`config.mk`:
```
export PLATFORM = sky130hd
export DESIGN_NAME = anti_rebond
export DESIGN_NICKNAME = d
export VERILOG_FILES = /design/src/rtl/anti_rebond_pkg.sv /design/src/rtl/anti_rebond_synchroniseur.sv /design/src/rtl/anti_rebond.sv
export SDC_FILE = /design/constraint.sdc
export NUM_CORES = 1
export LEC_CHECK = 0
export ABC_AREA = 1
export BUFFER_PORTS_ARGS = -buffer_cell sky130_fd_sc_hd__buf_4
export CAP_MARGIN = 0
export CORE_MARGIN = 3
export CORE_UTILIZATION = 40
export DETAILED_ROUTE_END_ITERATION = 8
export SETUP_SLACK_MARGIN = 0.2
export SLEW_MARGIN = 40
export SYNTH_ARGS = -nofsm -noshare
export SYNTH_HDL_FRONTEND = slang
export SYNTH_SLANG_ARGS = --single-unit
```
`constraint.sdc`:
```
create_clock -name clk -period 2.1 [get_ports clk]
set_input_delay 0.105 -clock clk [delete_from_list [all_inputs] [get_ports clk]]
set_output_delay 0.105 -clock clk [all_outputs]
set_load 0.01 [all_outputs]
```
`src/rtl/anti_rebond_pkg.sv`:
```
// Shared types and default timing for the anti_rebond push-button debouncer.
package anti_rebond_pkg;

    typedef enum logic [1:0] {
        REPOS          = 2'd0,
        FILTRE_APPUI   = 2'd1,
        APPUYE         = 2'd2,
        FILTRE_RELACHE = 2'd3
    } etat_t;

    localparam int DEBOUNCE_CYCLES_DEF = 1_000_000;
    localparam int REPEAT_DELAY_DEF    = 50_000_000;
    localparam int REPEAT_PERIOD_DEF   = 10_000_000;

    function automatic int max2(input int a, input int b);
        return (a > b) ? a : b;
    endfunction

endpackage

```
`src/rtl/anti_rebond_synchroniseur.sv`:
```
// Two-flop synchronizer bringing the raw button level into the clk domain.
module synchroniseur (
    input  logic clk,
    input  logic rst,
    input  logic d,
    output logic q
);

    logic meta_reg;
    logic sync_reg;

    always_ff @(posedge clk or negedge rst) begin
        if (!rst) begin
            meta_reg <= 1'b0;
            sync_reg <= 1'b0;
        end else begin
            meta_reg <= d;
            sync_reg <= meta_reg;
        end
    end

    assign q = sync_reg;

endmodule

```
`src/rtl/anti_rebond.sv`:
```
// Push-button debouncer with press/release pulses; optional auto-repeat on hold
// enabled by defining ANTI_REBOND_REPEAT_EN.
module anti_rebond
    import anti_rebond_pkg::*;
#(
    parameter int DEBOUNCE_CYCLES = DEBOUNCE_CYCLES_DEF,
    parameter int REPEAT_DELAY    = REPEAT_DELAY_DEF,
    parameter int REPEAT_PERIOD   = REPEAT_PERIOD_DEF
) (
    input  logic clk,
    input  logic rst,
    input  logic btn,
    output logic etat,
    output logic impulse,
    output logic relache
);

    localparam int CNT_W = $clog2(DEBOUNCE_CYCLES);
    localparam logic [CNT_W-1:0] CNT_LAST = CNT_W'(DEBOUNCE_CYCLES - 1);

    logic             btn_s;
    etat_t            state_reg, state_next;
    logic [CNT_W-1:0] cnt_reg, cnt_next;
    logic             etat_reg, impulse_reg, relache_reg;
    logic             press_evt, release_evt, rep_pulse;

    synchroniseur u_sync (
        .clk (clk),
        .rst (rst),
        .d   (btn),
        .q   (btn_s)
    );

    // The filter counter is only ever cleared or incremented below CNT_LAST,
    // so it cannot wrap.
    always_comb begin
        state_next  = state_reg;
        cnt_next    = cnt_reg;
        press_evt   = 1'b0;
        release_evt = 1'b0;
        case (state_reg)
            REPOS: begin
                if (btn_s) begin
                    state_next = FILTRE_APPUI;
                    cnt_next   = '0;
                end
            end
            FILTRE_APPUI: begin
                if (!btn_s) begin
                    state_next = REPOS;
                end else if (cnt_reg == CNT_LAST) begin
                    state_next = APPUYE;
                    press_evt  = 1'b1;
                end else begin
                    cnt_next = cnt_reg + 1'b1;
                end
            end
            APPUYE: begin
                if (!btn_s) begin
                    state_next = FILTRE_RELACHE;
                    cnt_next   = '0;
                end
            end
            FILTRE_RELACHE: begin
                if (btn_s) begin
                    state_next = APPUYE;
                end else if (cnt_reg == CNT_LAST) begin
                    state_next  = REPOS;
                    release_evt = 1'b1;
                end else begin
                    cnt_next = cnt_reg + 1'b1;
                end
            end
            default: begin
                state_next = REPOS;
                cnt_next   = '0;
            end
        endcase
    end

`ifdef ANTI_REBOND_REPEAT_EN
    localparam int REP_W = $clog2(max2(REPEAT_DELAY, REPEAT_PERIOD));
    localparam logic [REP_W-1:0] DELAY_LAST  = REP_W'(REPEAT_DELAY - 1);
    localparam logic [REP_W-1:0] PERIOD_LAST = REP_W'(REPEAT_PERIOD - 1);

    logic [REP_W-1:0] rep_reg, rep_next;
    logic             rep_first_reg, rep_first_next;

    // Counts only while staying in APPUYE; any other transition restarts the
    // delay phase so a bounce back into APPUYE waits the full delay again.
    always_comb begin
        rep_next       = rep_reg;
        rep_first_next = rep_first_reg;
        rep_pulse      = 1'b0;
        if (state_reg == APPUYE && state_next == APPUYE) begin
            if (rep_reg == (rep_first_reg ? DELAY_LAST : PERIOD_LAST)) begin
                rep_pulse      = 1'b1;
                rep_next       = '0;
                rep_first_next = 1'b0;
            end else begin
                rep_next = rep_reg + 1'b1;
            end
        end else begin
            rep_next       = '0;
            rep_first_next = 1'b1;
        end
    end

    always_ff @(posedge clk or negedge rst) begin
        if (!rst) begin
            rep_reg       <= '0;
            rep_first_reg <= 1'b1;
        end else begin
            rep_reg       <= rep_next;
            rep_first_reg <= rep_first_next;
        end
    end
`else
    assign rep_pulse = 1'b0;
`endif

    always_ff @(posedge clk or negedge rst) begin
        if (!rst) begin
            state_reg   <= REPOS;
            cnt_reg     <= '0;
            etat_reg    <= 1'b0;
            impulse_reg <= 1'b0;
            relache_reg <= 1'b0;
        end else begin
            state_reg   <= state_next;
            cnt_reg     <= cnt_next;
            etat_reg    <= (state_next == APPUYE) || (state_next == FILTRE_RELACHE);
            impulse_reg <= press_evt | rep_pulse;
            relache_reg <= release_evt;
        end
    end

    assign etat    = etat_reg;
    assign impulse = impulse_reg;
    assign relache = relache_reg;

endmodule

```
==> results, run 1 <==
- The worst pin sits at a relative slew slack of about two thirds.
- The y dimension of the die is between 70 and 80 um.
- The number of synthesis warnings is 0.
- The register with the most flip-flops in the layout has 20 of them.
- After detailed routing, the total wire length is between 3000 and 4000 um.
- Adding up every negative setup slack in the final design gives 0 ns.
- In this run the standard cell core region covers ~3800 um2.
- The number of top-level pins is 6.
- The overall global routing resource usage is 15.6%.
- The count of buffers added on input and output ports is 5.
- The multiplexer share of the synthesized area is 0%.
- The fraction of registers with async set or reset after synthesis is 100%.
- Once the clock tree was built, the setup fixing pass inserted 0 buffers.
- The cell type with the largest total area after synthesis is sky130_fd_sc_hd__dfrtp_1.
- The number of global-route vias before repair is 1,378.
- The worst path uses 81.7% of the clock period.
- The clock tree from TritonCTS is built.
- The routability congestion estimate from global placement is a little under 0.9.
- The number of buffers between clock root and the deepest sink is 2.
- In the final layout, the share of cells above drive strength 1 is between 10% and 20%.
- The final cell utilization of the core is 47.9%.
- Along the worst path, the maximum fanout reaches 19.
- The wire length per cell is about 12 um.
- Synthesis instantiated 28 different standard cells from the library.
- After global routing the overflow that remains totals 0.
- In this run, synthesis produced a sequential element count of 26.
- The number of flops mapped to enable cells by yosys is 0.
- Of the total synthesized cell area, the portion taken by AND, OR, NAND and NOR gates is 41.1%.
- The synthesized netlist devotes less than 1% of its cell area to adder and majority cells.
- Yosys attributes the largest share of cell area to sky130_fd_sc_hd__dfrtp_1 40%, sky130_fd_sc_hd__nand2_1 17%, sky130_fd_sc_hd__nand3_1 6.4%, sky130_fd_sc_hd__nor2_1 6.4%, sky130_fd_sc_hd__o21ai_2 5.9%.
- The post-synthesis instance area is between 1500 and 2000 um2.
- The worst hold path belongs to the class in2async.
- The post-synthesis xor/xnor area fraction is ~1.6%.
- The total count of max-transition violations in the final report is 0.
- By startpoint and endpoint, the worst setup path is classified as reg2reg.
- In this run the critical register-to-register path is captured at cnt_reg[13].
- The ratio of routed vias to standard cells is 4.98.
- Clock tree synthesis found a total of 26 sinks.
- The routed layout has 1,403 vias.
- The post-synthesis average cell area is about 7.3 um2.
- Setup repair after global routing left no endpoint under its margin.
- Once the floorplan was initialized, standard cells occupied 43.1% of the core.
- The gate count after technology mapping is about 230.
- The worst path meets setup with approximately 0.38 ns of slack.
- The count of unresolved DRC violations after routing is 0.
- The number of iterations in the first detailed-routing pass is 4.
- The pre-CTS setup slack is around 0.27 ns.
- The placed instance count is 276.
- The final critical-path required period is between 1.5 and 2 ns.
- The capturing instance or port of the critical path is cnt_reg[13].
- The floorplan has 22 rows.
- The first-pass GRT wire length is around 6300 um.
- The insertion delay to the later sink of the worst-skew pair is between 0.2 and 0.3 ns.
- In this run the number of H-tree levels came out at 1.
- The critical path starts at cnt_reg[0].
- For this block, the initial DRC count from the detailed router was between 80 and 90.
- At the worst endpoint, the arrival time is around 1.9 ns.
- Counting the fill cells in the layout gives 393.
- The largest family of logic cells by synthesized area is simple AND/OR/NAND/NOR gates.
- The number of antenna violations at the first check in global routing is 0.
- On the final layout, the worst clock skew is 0.00289 ns.
- For the worst flop-to-flop path, the logic depth is 8.
- Entering global routing, the biggest net connects 27 pins.
- The x dimension of the die is about 70 um.
- The clock-pin slew reported for the worst setup and hold paths after clock tree synthesis is around 0.10 ns.
- By count the netlist is led by 75 x sky130_fd_sc_hd__nand2_1, 28 x sky130_fd_sc_hd__nor2_1, 26 x sky130_fd_sc_hd__dfrtp_1.
- The required time reported for the critical path endpoint is between 2 and 2.5 ns.
- TritonCTS created 3 clock buffers.
- The number of antenna diodes in the final layout is 0.
- The final-stage net count is about 240.
- The leakage dissipation is ~0.77 nW.
- The run finished with clean final reports.
- The sequential cell area fraction in the yosys report is about 40%.
- The flop-to-flop setup slack is approximately 0.38 ns.
- Detailed placement finished with a half-perimeter wire length of approximately 2600 um.
- The floorplan step defined a die boundary enclosing between 4000 and 5000 um2.
- The worst-case IR drop observed on VDD is around 0.43 mV.
- For the pin with the worst max-slew slack, the measured transition is just over 0.5 ns.
- Setup violations remaining at the end of the flow were counted as 0.
- For this run, the top clock speed supported by timing is 0.583 GHz.
- For this run, the leading register cell type out of synthesis is sky130_fd_sc_hd__dfrtp_1.
- The count of nets left with antenna violations once routing finished came out at 0.
- The synthesized netlist devotes approximately a tenth of its cell area to compound gates.
- Summed over its instances, the top area cell type makes up between 30% and 40% of the synthesized netlist area.
- The element type at the critical path end is a flop.
- The startpoint kind of the worst setup timing path is a flop.
- The worst register-to-register path begins at cnt_reg[0].
- The number of maximum-capacitance constraint violations is 0.
- The clock tree root buffer cell is sky130_fd_sc_hd__clkbuf_8.
- The number of cells in the finished layout apart from fillers is around 280.
- By instance count, the leading cell after synthesis is sky130_fd_sc_hd__nand2_1.
- The count of endpoints failing hold in the final timing report is 0.
- For this design the ratio of total power to cell area is roughly 550 nW/um2.
- From synthesis to final layout, the design area changed by 11.0%.
- The net count after synthesis is approximately 230.
-- power breakdown --
group / switching, W / internal [W] / leakage, nW
logic: 0.0000441 / 0.0000202 / 0.382
registers: 0.00000961 / 0.000510 / 0.354
clock network: 0.000170 / 0.000255 / 0.0357
-- logic make-up (layout without fill, tap and decap cells) --
group,Yosys count,after routing
AND/OR/NAND/NOR,149,149
flip-flops,26,26
buffers and inverters,24,33
AO/OA/AOI/OAI,22,22
XOR/XNOR,3,3
adder cells (fa/ha/maj),1,1
-- cell type report --
cell class / instances / area, um2 / share of cell area (%)
Timing Repair Buffer: 10 / 80.1 / 4.40
Sequential cell: 26 / 651 / 35.8
Clock buffer: 3 / 41.3 / 2.27
Clock inverter: 1 / 30.0 / 1.65
Inverter: 19 / 71.3 / 3.92
Multi-Input combinational cell: 175 / 886 / 48.7
Tap cell: 48 / 60.1 / 3.30
-- per-stage QoR --
| stage | instance area [um2] | hold WS (ns) | power [W] |
|---|---|---|---|
| 2_1_floorplan | 1640 | -0.191 | 0.000569 |
| 3_3_place_gp | 1720 | 0.0368 | 0.000589 |
| 3_5_place_dp | 1720 | 0.0372 | 0.000590 |
| 4_1_cts | 1810 | 0.271 | 0.00102 |
| 5_1_grt | 1820 | 0.283 | 0.00105 |
| 6_report | 1820 | 0.266 | 0.00101 |
-- worst max-delay path, cell delays in order, from the launching register on --
cell                      delay, ns
sky130_fd_sc_hd__dfrtp_1       0.43
sky130_fd_sc_hd__ha_2          0.28
sky130_fd_sc_hd__nand3_2       0.14
sky130_fd_sc_hd__nor2_2        0.18
sky130_fd_sc_hd__nand3_4       0.14
sky130_fd_sc_hd__nand2_8       0.17
sky130_fd_sc_hd__buf_4         0.19
sky130_fd_sc_hd__nand2_1       0.07
sky130_fd_sc_hd__o21ai_2       0.05
-- routing by layer --
metal	global-route usage [%]	routed length, um	share of wire (%)	vias to the layer above
met5	0	0	0	-
met4	2.77	40	1.1	0
met3	3.88	215	6.1	6
met2	25.0	1510	43	36
met1	21.6	1730	49	620
li1	-	-	-	741
-- repair_timing --
action | in CTS | in global routing
hold buffers | 2 | 0
endpoints found under the hold margin | 27 | 0
gates resized for setup | 0 | 2
endpoints found under the setup margin | 0 | 13
-- how the worst min path moves through the flow --
stage                     slack [ns]          to  startpoint  depth (start not counted)
after floorplan                -0.19  cnt_reg[0]         rst                          0
after global placement          0.04  cnt_reg[6]         rst                          1
after detailed placement        0.04  cnt_reg[6]         rst                          1
after CTS                       0.27  cnt_reg[9]         rst                          2
after global routing            0.28  cnt_reg[9]         rst                          2
final                           0.27  cnt_reg[6]         rst                          2
-- layout by cell type (no fill, tap or decap) --
master	n
sky130_fd_sc_hd__nor2_1	28
sky130_fd_sc_hd__or2_2	4
sky130_fd_sc_hd__xor2_1	2
sky130_fd_sc_hd__nand3_2	1
sky130_fd_sc_hd__and2_1	2
sky130_fd_sc_hd__nand2_8	1
sky130_fd_sc_hd__a21oi_1	1
sky130_fd_sc_hd__nor2_2	5
sky130_fd_sc_hd__dfrtp_1	26
sky130_fd_sc_hd__nand2_1	75
sky130_fd_sc_hd__nand3b_1	2
sky130_fd_sc_hd__inv_1	18
sky130_fd_sc_hd__nand3_4	1
sky130_fd_sc_hd__ha_2	1
sky130_fd_sc_hd__buf_4	8
sky130_fd_sc_hd__o21ai_1	4
sky130_fd_sc_hd__dlygate4sd3_1	2
sky130_fd_sc_hd__clkbuf_8	3
sky130_fd_sc_hd__xnor2_1	1
sky130_fd_sc_hd__nor2_4	1
sky130_fd_sc_hd__nand2_2	1
sky130_fd_sc_hd__o21bai_1	4
sky130_fd_sc_hd__inv_2	1
sky130_fd_sc_hd__o21ai_0	2
sky130_fd_sc_hd__nor3_1	1
sky130_fd_sc_hd__nand4_1	6
sky130_fd_sc_hd__o21ai_2	11
sky130_fd_sc_hd__nand3_1	21
sky130_fd_sc_hd__bufinv_16	1
Note: power is estimated with default switching activity, not from simulation.
==> inputs of run 2 (changes only) <==
==> constraint.sdc (replaced) <==
create_clock -name clk -period 1.71 [get_ports clk]
set_input_delay 0.0855 -clock clk [delete_from_list [all_inputs] [get_ports clk]]
set_output_delay 0.0855 -clock clk [all_outputs]
set_load 0.01 [all_outputs]
==> run 2 against run 1 <==
  * Register-to-register slack got worse by 0.15 ns
  * Critical endpoint is now cnt_reg[9]
  * Largest cell class unchanged
  * Worst setup slack got worse by 0.15 ns
  * Core utilization rose by 10 points
  * Critical path type unchanged
  * Sequential power rose by 23%
  * First-iteration DRC count fell by 12%
  * Clock skew rose by 0.0036 ns
  * Cell area rose by 22%
==> results, run 2 (synthesis gave the netlist of run 1 again) <==
- The run finished with clean final reports.
- The clock tree from TritonCTS is built.
- After clock tree synthesis, the clock-pin slew on the worst setup and hold paths is 0.09 ns.
- The number of antenna diodes in the final layout is 0.
- On the worst path, the slowest cell contributes a delay of about 0.47 ns.
- The final cell utilization of the core is 58.4%.
- The overall global routing resource usage is 16.4%.
- The share of total power in sequential cells is between 50 and 60%.
- The worst setup skew after layout is about 0.0065 ns.
- After global routing the overflow that remains totals 0.
- After legalization and detailed placement, the total HPWL measured 2570 um.
- The register with the most flip-flops in the layout has 20 of them.
- Of the total power, the share spent switching nets is 24.9%.
- The maximum number of pins on one net before global-route repair is 27.
- After detailed routing, the average wire length per cell comes to roughly 13 um.
- The total clock sinks is 26.
- Traced cell by cell, the critical path runs through nor2_2 > nand2_2 > nor2_4 > nand3_4 > nand2_8 > buf_12 > clkbuf_16 > nand2_2 > o21ai_2.
- Static timing analysis puts the maximum clock frequency at between 0.6 and 0.7 GHz.
- The first routing iteration left 74 violations.
- During I/O placement, the number of pins put on the boundary was 6.
- Across the run, the number of max-cap violations was 0.
- Setup violations remaining at the end of the flow were counted as 0.
- STA classifies the critical path endpoint as a flop.
- The final critical-path required period is between 1 and 1.5 ns.
- The startpoint of the most critical setup path is cnt_reg[6].
- For the worst setup path, the data required time is 1.92 ns.
- The fraction of layout instances using a drive strength above 1 is between 40% and 50%.
- The slowest stage of the critical path is the sky130_fd_sc_hd__dfrtp_2 cell.
- The number of iterations in the first detailed-routing pass is 4.
- The die covers around 4900 um2.
- Wires add up to ~4000 um.
- Setup repair after global routing could not meet its margin everywhere.
- The area growth from synthesis to final layout is 35.3%.
- The worst min-delay path class is in2async.
- Combinational logic is responsible for a little over an eighth of the overall power.
- The ratio of routed vias to standard cells is 4.96.
- The congestion estimate from routability-driven global placement came to 0.876.
- The number of input and output port buffers inserted is 5.
- For this design the ratio of total power to cell area is 512 nW/um2.
- In this run, CTS created clock tree buffers numbering 3.
- The kind of critical path is reg2reg.
- The most common cell type on the critical path is sky130_fd_sc_hd__nand2_2.
- The insertion delay to the later sink of the worst-skew pair is 0.27 ns.
- The first global-routing pass estimated ~6600 um of wire.
- The number of antenna violations at the first check in global routing came to 0.
- VDD sags by at most around 0.5 mV.
- The startpoint of the worst-slack reg-to-reg timing path is cnt_reg[6].
- The relative slew slack is 77.4%.
- The number of global-route vias before repair is 1,392.
- The count of endpoints failing hold in the final timing report is 0.
- After routing, the total negative slack on setup checks comes to 0 ns.
- For this run, design rule violations remaining after detail routing come to 0.
- The transition time of the tightest slew-check pin is between 0.3 and 0.4 ns.
- The library cell used most frequently in the layout, excluding fill and tap cells, is sky130_fd_sc_hd__nand2_1.
- The number of placement rows is 22.
- For this configuration, the core starts out at a cell density of between 40% and 50%.
- The number of nets with antenna violations after routing is 0.
- The clock network accounts for 30.7% of the total power.
- For this design the static power due to leakage is 0.924 nW.
- The total net switching power is 0.000283 W.
- The number of buffers between clock root and the deepest sink is 2.
- The tree is rooted in a sky130_fd_sc_hd__clkbuf_8.
- The startpoint kind of the worst setup timing path is a flop.
- Of all nets on the critical path, the largest fanout is 6.
- The library cells used most frequently in the layout, excluding fill and tap cells, are 57 x sky130_fd_sc_hd__nand2_1, 24 x sky130_fd_sc_hd__buf_4, 20 x sky130_fd_sc_hd__nand3_1.
- The worst path uses 86.3% of the clock period.
- The internal power summed over all cells is about 0.00085 W.
- The x dimension of the die is 70.0 um.
- The total count of max-transition violations in the final report is 0.
- The final-stage net count is 263.
- The number of levels the H-tree was split into is 1.
- In this run the vertical extent of the chip is ~70 um.
- The total number of vias is ~1,500.
- The total core area is around 3800 um2.
- The critical path arrival is 1.69 ns.
- Across all hold checks on the routed design, the worst slack comes to ~0.24 ns.
-- run 2: path summary, 6_finish.rpt --
| kind | cells after the start | slack, ns | to |
|---|---|---|---|
| max | 9 | 0.23 | cnt_reg[9] |
| min | 2 | 0.24 | cnt_reg[14] |
| max reg2reg | 9 | 0.23 | cnt_reg[9] |
| min reg2reg | 0 | 0.36 | u_sync.q |
| max in group asynchronous | 2 | 1.18 | cnt_reg[10] |
| min in group clk | 0 | 0.36 | u_sync.q |
-- run 2: per-layer routing --
metal	global-route usage (%)	part of all wire (%)	wire, um
met1	23.9	49	1970
met2	25.4	46	1880
met3	3.02	3.7	149
met4	3.19	0.94	38
met5	0	0	0
-- run 2: layout make-up --
type,instances,area (um2)
multi-input combinational,175,1020
tap,48,60.1
clock buffer,3,41.3
sequential,26,663
fill,345,1580
inverter,19,78.8
timing repair buffer,34,350
-- run 2: what timing repair did --
| action | in CTS | in global routing |
|---|---|---|
| setup endpoints to repair | 18 | 20 |
| hold buffers | 2 | 0 |
| buffers inserted | 6 | 14 |
| pin swaps | 1 | 17 |
| hold endpoints to repair | 27 | 0 |
| resized for setup | 4 | 57 |
| gates cloned | 1 | 1 |
-- run 2: critical path, delay by kind of cell, from the launching register on --
| kind | cells | cell delay [ns] |
|---|---|---|
| AO/OA/AOI/OAI | 1 | 0.04 |
| buffers and inverters | 2 | 0.29 |
| flip-flops | 1 | 0.47 |
| AND/OR/NAND/NOR | 6 | 0.59 |
-- run 2: power groups by stage --
stage	sequential, W	combinational (W)	clock, W
after floorplan	0.000648	0.0000523	0
after global placement	0.000650	0.0000802	0
after detailed placement	0.000651	0.0000812	0
after CTS	0.000636	0.000118	0.000365
after global routing	0.000642	0.000163	0.000386
final	0.000639	0.000148	0.000348
-- run 2: per-stage QoR --
step / setup slack, ns / area [um2] / instances / power [W]
final: 0.234 / 2220 / 305 / 0.00114
after detailed placement: 0.145 / 1750 / 278 / 0.000732
after global routing: 0.154 / 2220 / 305 / 0.00119
after global placement: 0.198 / 1750 / 278 / 0.000730
after CTS: 0.200 / 1920 / 290 / 0.00112
after floorplan: 0.246 / 1640 / 225 / 0.000700
